<file path="config.mk">
export PLATFORM = sky130hd
export DESIGN_NAME = key_schedule_seq
export DESIGN_NICKNAME = d
export VERILOG_FILES = /design/src/rtl/key_schedule_seq.sv
export SDC_FILE = /design/constraint.sdc
export NUM_CORES = 2
export LEC_CHECK = 0
export ABC_AREA = 1
export BUFFER_PORTS_ARGS = -buffer_cell sky130_fd_sc_hd__buf_2
export CORE_MARGIN = 1.5
export CORE_UTILIZATION = 30
export CTS_CLUSTER_DIAMETER = 100
export DETAILED_ROUTE_END_ITERATION = 16
export SETUP_SLACK_MARGIN = 0.5
export SYNTH_ARGS = -nofsm -noshare
export SYNTH_HDL_FRONTEND = slang
export SYNTH_SLANG_ARGS = --single-unit
export TNS_END_PERCENT = 5
</file>
<file path="constraint.sdc">
create_clock -name clk -period 6.3 [get_ports clk]
set_input_delay 0.945 -clock clk [delete_from_list [all_inputs] [get_ports clk]]
set_output_delay 0.945 -clock clk [all_outputs]
set_load 0.1 [all_outputs]
</file>
<file path="src/rtl/key_schedule_seq.sv">
// key_schedule_seq: sequential AES key expansion (AES-128/192, AES-256 with KEYEXP_256_EN).
// Produces one 32-bit schedule word per clock. Words are packed OUT_WORDS per output beat and
// presented on a ready/valid handshake with back-pressure.
//   clk, rst          : clock and synchronous active-high reset
//   start, key_len    : request (IDLE only); 00=AES-128, 01=AES-192, 10=AES-256, 11 illegal
//   key_in            : cipher key, word 0 in [255:224]
//   rk_ready          : consumer accepts the current beat
//   busy              : schedule in progress
//   rk_valid, rk_data : beat handshake; lowest-index word in the MSBs
//   rk_idx, rk_last   : beat index and final-beat flag
//   err               : sticky illegal-request flag
// Macro KEYEXP_256_EN: enables AES-256 (8-word window and the i mod 8 = 4 SubWord rule).
module key_schedule_seq #(
    parameter int unsigned OUT_WORDS = 4
) (
    input  logic                    clk,
    input  logic                    rst,
    input  logic                    start,
    input  logic [1:0]              key_len,
    input  logic [255:0]            key_in,
    input  logic                    rk_ready,
    output logic                    busy,
    output logic                    rk_valid,
    output logic [32*OUT_WORDS-1:0] rk_data,
    output logic [5:0]              rk_idx,
    output logic                    rk_last,
    output logic                    err
);

    localparam int unsigned BW = 32 * OUT_WORDS;
`ifdef KEYEXP_256_EN
    localparam int unsigned WIN = 8;
`else
    localparam int unsigned WIN = 6;
`endif

    if (!(OUT_WORDS == 1 || OUT_WORDS == 2 || OUT_WORDS == 4)) begin : g_bad_out_words
        $error("key_schedule_seq: OUT_WORDS must be 1, 2 or 4");
    end

    localparam logic [2047:0] SBOX = {
        128'h637c777bf26b6fc53001672bfed7ab76, 128'hca82c97dfa5947f0add4a2af9ca472c0,
        128'hb7fd9326363ff7cc34a5e5f171d83115, 128'h04c723c31896059a071280e2eb27b275,
        128'h09832c1a1b6e5aa0523bd6b329e32f84, 128'h53d100ed20fcb15b6acbbe394a4c58cf,
        128'hd0efaafb434d338545f9027f503c9fa8, 128'h51a3408f929d38f5bcb6da2110fff3d2,
        128'hcd0c13ec5f974417c4a77e3d645d1973, 128'h60814fdc222a908846eeb814de5e0bdb,
        128'he0323a0a4906245cc2d3ac629195e479, 128'he7c8376d8dd54ea96c56f4ea657aae08,
        128'hba78252e1ca6b4c6e8dd741f4bbd8b8a, 128'h703eb5664803f60e613557b986c11d9e,
        128'he1f8981169d98e949b1e87e9ce5528df, 128'h8ca1890dbfe6426841992d0fb054bb16
    };

    function automatic logic [7:0] sbox(input logic [7:0] b);
        return SBOX[2047 - 8 * int'(b) -: 8];
    endfunction

    typedef enum logic [1:0] {StIdle, StGen, StStall} state_e;

    state_e      state_q;
    logic [31:0] win_q [WIN];   // win_q[0] = newest word, win_q[nk-1] = w[i-Nk]
    logic [3:0]  nk_q;
    logic [5:0]  cnt_q;         // index of the next word to produce
    logic [5:0]  final_q;       // index of the last schedule word
    logic [2:0]  mod_q;         // cnt_q mod Nk
    logic [7:0]  rcon_q;
    logic [1:0]  pos_q;         // word position inside the beat being assembled
    logic [BW-1:0] asm_q;
    logic [5:0]  beat_q;
    logic        gen_done_q;

    logic [31:0] key_w [8];
    logic [31:0] win_load [WIN];
    logic [3:0]  nk_sel;
    logic [5:0]  final_sel;
    logic        legal;
    logic [31:0] old_w, prev_w, sub_in, sub_out, new_w;
    logic [BW-1:0] asm_next;
    logic        key_phase, rot_rule, beat_full, out_free;

    always_comb begin
        nk_sel    = 4'd4;
        final_sel = 6'd43;
        legal     = 1'b1;
        case (key_len)
            2'b00: begin nk_sel = 4'd4; final_sel = 6'd43; end
            2'b01: begin nk_sel = 4'd6; final_sel = 6'd51; end
`ifdef KEYEXP_256_EN
            2'b10: begin nk_sel = 4'd8; final_sel = 6'd59; end
`endif
            default: legal = 1'b0;
        endcase
        for (int k = 0; k < 8; k++) key_w[k] = key_in[255 - 32 * k -: 32];
        // Oldest key word sits at win[nk-1] so the first Nk cycles simply rotate it out.
        for (int j = 0; j < int'(WIN); j++) begin
            win_load[j] = (4'(j) < nk_sel) ? key_w[3'(nk_sel - 4'd1 - 4'(j))] : 32'h0;
        end
    end

    always_comb begin
        old_w     = win_q[3'(nk_q - 4'd1)];
        prev_w    = win_q[0];
        key_phase = (cnt_q < 6'(nk_q));
        rot_rule  = (mod_q == 3'd0);
        sub_in    = rot_rule ? {prev_w[23:0], prev_w[31:24]} : prev_w;
        sub_out   = {sbox(sub_in[31:24]), sbox(sub_in[23:16]), sbox(sub_in[15:8]), sbox(sub_in[7:0])};
        if (key_phase)     new_w = old_w;
        else if (rot_rule) new_w = old_w ^ sub_out ^ {rcon_q, 24'h0};
`ifdef KEYEXP_256_EN
        else if (nk_q == 4'd8 && mod_q == 3'd4) new_w = old_w ^ sub_out;
`endif
        else               new_w = old_w ^ prev_w;
        beat_full = (pos_q == 2'(OUT_WORDS - 1));
        out_free  = !rk_valid || rk_ready;
    end

    if (OUT_WORDS == 1) begin : g_asm_one
        assign asm_next = new_w;
    end else begin : g_asm_multi
        assign asm_next = {asm_q[BW-33:0], new_w};
    end

    always_ff @(posedge clk) begin
        if (rst) begin
            state_q    <= StIdle;
            for (int j = 0; j < int'(WIN); j++) win_q[j] <= 32'h0;
            nk_q       <= 4'd4;
            cnt_q      <= '0;
            final_q    <= '0;
            mod_q      <= '0;
            rcon_q     <= 8'h01;
            pos_q      <= '0;
            asm_q      <= '0;
            beat_q     <= '0;
            gen_done_q <= 1'b0;
            busy       <= 1'b0;
            rk_valid   <= 1'b0;
            rk_data    <= '0;
            rk_idx     <= '0;
            rk_last    <= 1'b0;
            err        <= 1'b0;
        end else begin
            case (state_q)
                StIdle: begin
                    if (start) begin
                        if (legal) begin
                            state_q    <= StGen;
                            busy       <= 1'b1;
                            err        <= 1'b0;
                            nk_q       <= nk_sel;
                            final_q    <= final_sel;
                            cnt_q      <= '0;
                            mod_q      <= '0;
                            rcon_q     <= 8'h01;
                            pos_q      <= '0;
                            beat_q     <= '0;
                            gen_done_q <= 1'b0;
                            for (int j = 0; j < int'(WIN); j++) win_q[j] <= win_load[j];
                        end else begin
                            err <= 1'b1;
                        end
                    end
                end
                StGen: begin
                    if (rk_valid && rk_ready) rk_valid <= 1'b0;
                    if (!gen_done_q) begin
                        win_q[0] <= new_w;
                        for (int j = 1; j < int'(WIN); j++) win_q[j] <= win_q[j-1];
                        cnt_q <= cnt_q + 6'd1;
                        mod_q <= (mod_q == 3'(nk_q - 4'd1)) ? 3'd0 : mod_q + 3'd1;
                        if (!key_phase && rot_rule) begin
                            rcon_q <= {rcon_q[6:0], 1'b0} ^ (rcon_q[7] ? 8'h1b : 8'h00);
                        end
                        if (cnt_q == final_q) gen_done_q <= 1'b1;
                        if (beat_full) begin
                            pos_q <= '0;
                            if (out_free) begin
                                rk_valid <= 1'b1;
                                rk_data  <= asm_next;
                                rk_idx   <= beat_q;
                                rk_last  <= (cnt_q == final_q);
                                beat_q   <= beat_q + 6'd1;
                            end else begin
                                // Output still occupied: park the full beat and freeze.
                                asm_q   <= asm_next;
                                state_q <= StStall;
                            end
                        end else begin
                            pos_q <= pos_q + 2'd1;
                            asm_q <= asm_next;
                        end
                    end else if (rk_valid && rk_ready && rk_last) begin
                        busy    <= 1'b0;
                        state_q <= StIdle;
                    end
                end
                StStall: begin
                    // rk_valid is always high here; a handshake frees the output for the parked beat.
                    if (rk_ready) begin
                        rk_data <= asm_q;
                        rk_idx  <= beat_q;
                        rk_last <= gen_done_q;
                        beat_q  <= beat_q + 6'd1;
                        state_q <= StGen;
                    end
                end
                default: state_q <= StIdle;
            endcase
        end
    end

endmodule

</file>
==> report_table.html <==
<table>
<tr><th>Metric</th><th>Value</th></tr>
<tr><th colspan="2">Outcome</th></tr>
<tr><td>Result of the run</td><td>finished, final reports clean</td></tr>
<tr><th colspan="2">STA</th></tr>
<tr><td>Final Slew Violations</td><td>0</td></tr>
<tr><td>Worst Setup Slack, final</td><td>1.31 ns</td></tr>
<tr><td>Max Freq</td><td>201 MHz</td></tr>
<tr><td>Final clock period utilization by the worst path</td><td>0.792</td></tr>
<tr><td>Final Skew</td><td>0.0546 ns</td></tr>
<tr><td>Number of hold violations in the final report</td><td>0</td></tr>
<tr><td>Least-Margin Pin Slew</td><td>1.20 ns</td></tr>
<tr><td>Final setup vio count</td><td>0</td></tr>
<tr><td>Final TNS setup</td><td>0 ns</td></tr>
<tr><td>Final Critical Period</td><td>4.99 ns</td></tr>
<tr><td>Unrepaired setup endpoints after global routing</td><td>no</td></tr>
<tr><td>Max transition margin</td><td>0.189</td></tr>
<tr><th colspan="2">Clocking</th></tr>
<tr><td>Number of buffers created by CTS</td><td>55</td></tr>
<tr><td>Setup Buffers After CTS</td><td>0</td></tr>
<tr><td>Clock slew seen by the registers of the worst setup and hold paths</td><td>0.06 ns</td></tr>
<tr><td>Insertion delay of the later-clocked pin in the worst-skew pair</td><td>0.67 ns</td></tr>
<tr><td>Clock tree root driver cell</td><td>sky130_fd_sc_hd__clkbuf_16</td></tr>
<tr><td>CTS HTree Levels</td><td>2</td></tr>
<tr><td>CTS max path bufs</td><td>3</td></tr>
<tr><td>TritonCTS clock tree</td><td>done</td></tr>
<tr><td>CTS Sinks</td><td>489</td></tr>
<tr><td>Post-cts resize count</td><td>0</td></tr>
<tr><td>Post-CTS Hold Fix Bufs</td><td>0</td></tr>
<tr><th colspan="2">Global routing</th></tr>
<tr><td>Global-route wire length before repair</td><td>235 mm</td></tr>
<tr><td>Met3 track demand over resource in global routing</td><td>0.0419</td></tr>
<tr><td>Met2 Track Usage GR</td><td>0.401</td></tr>
<tr><td>All-Layer GR Usage</td><td>0.256</td></tr>
<tr><td>Most used routing layer in global routing</td><td>met2</td></tr>
<tr><td>Number of global-route vias before repair</td><td>35828</td></tr>
<tr><td>Remaining Overflow, GRT</td><td>0</td></tr>
<tr><td>Pin count of the biggest net entering global routing</td><td>160</td></tr>
<tr><td>Antenna violations before repair</td><td>2</td></tr>
<tr><td>Met1 usage</td><td>0.348</td></tr>
<tr><th colspan="2">Pwr</th></tr>
<tr><td>Overall power consumption</td><td>24.3 mW</td></tr>
<tr><td>Leakage power</td><td>17.3 nW</td></tr>
<tr><td>Cell Pwr Density</td><td>618 mW/mm^2</td></tr>
<tr><td>Peak supply drop</td><td>0.354 mV</td></tr>
<tr><th colspan="2">Logic synthesis</th></tr>
<tr><td>Post-synthesis sequential element count</td><td>489</td></tr>
<tr><td>Post-synthesis share of cell area spent on xor and xnor gates</td><td>0.00750</td></tr>
<tr><td>Syn_nets</td><td>5741</td></tr>
<tr><td>Share of Yosys cell area claimed by the top area cell type</td><td>0.170</td></tr>
<tr><td>Mapped Area</td><td>0.0350 mm^2</td></tr>
<tr><td>Post-Synthesis Cells</td><td>5420</td></tr>
<tr><td>Compound-cell area share of the yosys netlist</td><td>0.163</td></tr>
<tr><td>Count of yosys warnings during synthesis</td><td>0</td></tr>
<tr><td>Multiplexer fraction of the synthesized cell area</td><td>0.00429</td></tr>
<tr><td>Mean instance size in the synthesized netlist</td><td>6.46 um^2</td></tr>
<tr><td>Adder-cell area share of the yosys netlist</td><td>0.0211</td></tr>
<tr><td>Synth unique cells</td><td>45</td></tr>
<tr><td>Simple-gate share of the synthesized area</td><td>0.383</td></tr>
<tr><td>Number of flops mapped to enable cells by yosys</td><td>192</td></tr>
<tr><td>Combinational family with the most area after synthesis</td><td>simple AND/OR/NAND/NOR gates</td></tr>
<tr><td>Leading cell types by total area after synthesis</td><td>sky130_fd_sc_hd__dfxtp_1 17%, sky130_fd_sc_hd__edfxtp_1 16%, sky130_fd_sc_hd__nand3_1 16%</td></tr>
<tr><td>Synth async-reset ratio</td><td>0</td></tr>
<tr><td>Biggest area consumer among synthesized cells</td><td>sky130_fd_sc_hd__dfxtp_1</td></tr>
<tr><td>Top_reg_cell synth</td><td>sky130_fd_sc_hd__dfxtp_1</td></tr>
<tr><td>Sequential-to-total area share from yosys stat</td><td>0.334</td></tr>
<tr><th colspan="2">Detailed routing</th></tr>
<tr><td>Drt pass-1 iters</td><td>9</td></tr>
<tr><td>DRC marker count from the first detailed-route iteration</td><td>5578</td></tr>
<tr><td>Per-cell routed wire length</td><td>22.6 um</td></tr>
<tr><td>WL final</td><td>159 mm</td></tr>
<tr><td>Residual antenna-violating net count after detailed routing</td><td>0</td></tr>
<tr><td>Drt drc</td><td>0</td></tr>
<tr><td>Via Count</td><td>40056</td></tr>
<tr><td>Vias/cell</td><td>5.68</td></tr>
<tr><th colspan="2">Die</th></tr>
<tr><td>Initial core utilization</td><td>0.302</td></tr>
<tr><td>Die Width</td><td>345 um</td></tr>
<tr><td>Number of core rows</td><td>125</td></tr>
<tr><td>Placeable core region</td><td>0.116 mm^2</td></tr>
<tr><td>Vert. Die Dim</td><td>345 um</td></tr>
<tr><td>Die Area</td><td>0.119 mm^2</td></tr>
<tr><td>Ports placed on the boundary</td><td>400</td></tr>
<tr><th colspan="2">Placement</th></tr>
<tr><td>Detailed placement HPWL</td><td>112 mm</td></tr>
<tr><td>Setup slack at placement</td><td>1.57 ns</td></tr>
<tr><td>Input/output buffers</td><td>335</td></tr>
<tr><td>Weighted congestion reported at the end of routability-driven placement</td><td>1.02</td></tr>
<tr><th colspan="2">Critical path</th></tr>
<tr><td>Register-to-register setup slack</td><td>1.31 ns</td></tr>
<tr><td>Worst r2r path cells</td><td>20</td></tr>
<tr><td>Start point of the critical path</td><td>mod_q[0]</td></tr>
<tr><td>Classification of the worst setup path</td><td>reg -&gt; reg</td></tr>
<tr><td>Maximum fanout encountered on the critical timing path</td><td>21</td></tr>
<tr><td>Critical R2R Launch</td><td>mod_q[0]</td></tr>
<tr><td>Endpoint type of the worst setup path</td><td>flip-flop</td></tr>
<tr><td>Reg2Reg Capture Point</td><td>win_q[0][1]</td></tr>
<tr><td>Endpoint required time on the critical path</td><td>6.66 ns</td></tr>
<tr><td>Capture point of the critical path</td><td>win_q[0][1]</td></tr>
<tr><td>Data arrival, critical path</td><td>5.34 ns</td></tr>
<tr><td>Startpoint kind of the worst setup timing path</td><td>flip-flop</td></tr>
<tr><th colspan="2">Finish</th></tr>
<tr><td>Layout Utilization</td><td>0.339</td></tr>
<tr><td>Synthesis-to-finish area growth</td><td>12.4%</td></tr>
<tr><td>Fraction of layout cells with a size suffix above 1</td><td>0.115</td></tr>
<tr><td>Most common cell after layout, fill and taps aside</td><td>sky130_fd_sc_hd__nand2_1</td></tr>
<tr><td>Layout Nets</td><td>5802</td></tr>
<tr><td>Leading cell types in the layout, fill and taps excluded</td><td>1474 x sky130_fd_sc_hd__nand2_1, 1149 x sky130_fd_sc_hd__nand3_1, 370 x sky130_fd_sc_hd__o21ai_0, 335 x sky130_fd_sc_hd__buf_2, 334 x sky130_fd_sc_hd__nor2_1</td></tr>
<tr><th colspan="2">Hold path</th></tr>
<tr><td>Hold Crit Class</td><td>reg -&gt; reg</td></tr>
<tr><td>Number of cells traversed by the worst hold path</td><td>2</td></tr>
<tr><th colspan="2">Job</th></tr>
<tr><td>Maximum capacitance violations</td><td>0</td></tr>
</table>
==> routing by layer <==
metal	up-vias	share of wire
li1	18625	-
met1	18859	0.41
met2	2184	0.45
met3	386	0.093
met4	2	0.046
met5	-	0.000082
==> how the worst min path moves through the flow <==
stage / from / to
floorplan: beat_q[5] / rk_idx[5]
global placement: busy / busy
detailed placement: rk_data[1] / rk_data[1]
CTS: rk_data[6] / rk_data[6]
global route: rk_data[11] / rk_data[11]
finish: rk_data[6] / rk_data[6]
==> critical path, stage by stage (launching register included) <==
cell,delay (ns)
sky130_fd_sc_hd__dfxtp_1,0.35
sky130_fd_sc_hd__inv_1,0.08
sky130_fd_sc_hd__ha_1,0.39
sky130_fd_sc_hd__inv_1,0.13
sky130_fd_sc_hd__nor2_4,0.60
sky130_fd_sc_hd__nand2_1,0.16
sky130_fd_sc_hd__nand2_1,0.42
sky130_fd_sc_hd__ha_1,0.39
sky130_fd_sc_hd__nand3_1,0.46
sky130_fd_sc_hd__nand2_1,0.29
sky130_fd_sc_hd__inv_1,0.09
sky130_fd_sc_hd__nand2_1,0.10
sky130_fd_sc_hd__nand3_1,0.09
sky130_fd_sc_hd__nand3_1,0.10
sky130_fd_sc_hd__nand3_1,0.10
sky130_fd_sc_hd__nand3_1,0.17
sky130_fd_sc_hd__nand3_1,0.14
sky130_fd_sc_hd__nand2_1,0.13
sky130_fd_sc_hd__nand3_1,0.07
sky130_fd_sc_hd__nand2_1,0.30
sky130_fd_sc_hd__a21oi_1,0.10
==> stage by stage <==
stage | hold slack [ns] | instances | area [um^2]
after floorplan | 0.444 | 5420 | 35000
after global placement | 0.452 | 6948 | 37600
after detailed placement | 0.453 | 6948 | 37600
after CTS | 0.462 | 7049 | 39400
after global routing | 0.476 | 7049 | 39400
final | 0.459 | 7050 | 39400
==> logic make-up (layout without fill, tap and decap cells) <==
family                   Yosys count  in the layout
AO/OA/AOI/OAI                   1008           1008
XOR/XNOR                          30             30
AND/OR/NAND/NOR                 3090           3090
buffers and inverters            729            834
adder cells (fa/ha/maj)           59             59
multiplexers                      15             15
other                              0              1
flip-flops                       489            489
==> area by class of cell <==
cell class | instances | area (um^2)
Antenna cell | 1 | 2.50
Clock buffer | 69 | 1500
Clock inverter | 32 | 294
Fill cell | 12754 | 76700
Inverter | 317 | 1210
Multi-Input combinational cell | 4202 | 20400
Sequential cell | 489 | 11700
Tap cell | 1524 | 1910
Timing Repair Buffer | 416 | 2360
==> registers in the layout, indices dropped and copies added (netlist names), 2 cells and up <==
register,cells
rcon_q,8
win_q,192
state_q,2
rk_data,128
asm_q,128
pos_q,2
mod_q,3
rk_idx,6
beat_q,6
final_q,3
cnt_q,6
==> synthesized netlist by cell type (2+ instances only) <==
cell type / count
sky130_fd_sc_hd__o21ai_0: 370
sky130_fd_sc_hd__edfxtp_1: 192
sky130_fd_sc_hd__xor2_1: 22
sky130_fd_sc_hd__dfxtp_1: 297
sky130_fd_sc_hd__mux2i_1: 15
sky130_fd_sc_hd__o211ai_1: 111
sky130_fd_sc_hd__a31oi_1: 107
sky130_fd_sc_hd__nor4_1: 3
sky130_fd_sc_hd__buf_6: 8
sky130_fd_sc_hd__nand4_1: 15
sky130_fd_sc_hd__nor2_2: 3
sky130_fd_sc_hd__nand2_2: 47
sky130_fd_sc_hd__xnor2_1: 8
sky130_fd_sc_hd__buf_2: 116
sky130_fd_sc_hd__clkinv_1: 3
sky130_fd_sc_hd__nor2_1: 339
sky130_fd_sc_hd__inv_1: 293
sky130_fd_sc_hd__nand3b_1: 9
sky130_fd_sc_hd__ha_1: 59
sky130_fd_sc_hd__inv_2: 20
sky130_fd_sc_hd__o21ai_2: 7
sky130_fd_sc_hd__clkbuf_1: 241
sky130_fd_sc_hd__o21ai_4: 5
sky130_fd_sc_hd__or2_2: 10
sky130_fd_sc_hd__buf_1: 22
sky130_fd_sc_hd__nor3b_1: 4
sky130_fd_sc_hd__nor3_1: 14
sky130_fd_sc_hd__a21oi_1: 314
sky130_fd_sc_hd__nand3_1: 1150
sky130_fd_sc_hd__o22ai_1: 17
sky130_fd_sc_hd__buf_8: 2
sky130_fd_sc_hd__a211oi_1: 28
sky130_fd_sc_hd__nand2_4: 9
sky130_fd_sc_hd__nand3_2: 5
sky130_fd_sc_hd__nand2_1: 1480
sky130_fd_sc_hd__o21ai_1: 32
sky130_fd_sc_hd__buf_4: 22
sky130_fd_sc_hd__a311oi_1: 14
==> report_power, final <==
group | leakage [nW] | internal, mW | switching [mW]
Clock | 0.877 | 1.82 | 1.43
Combinational | 12.0 | 3.75 | 12.3
Sequential | 4.46 | 4.36 | 0.681
Total | 17.3 | 9.93 | 14.4
No activity file was read; power rests on OpenSTA's default activity.
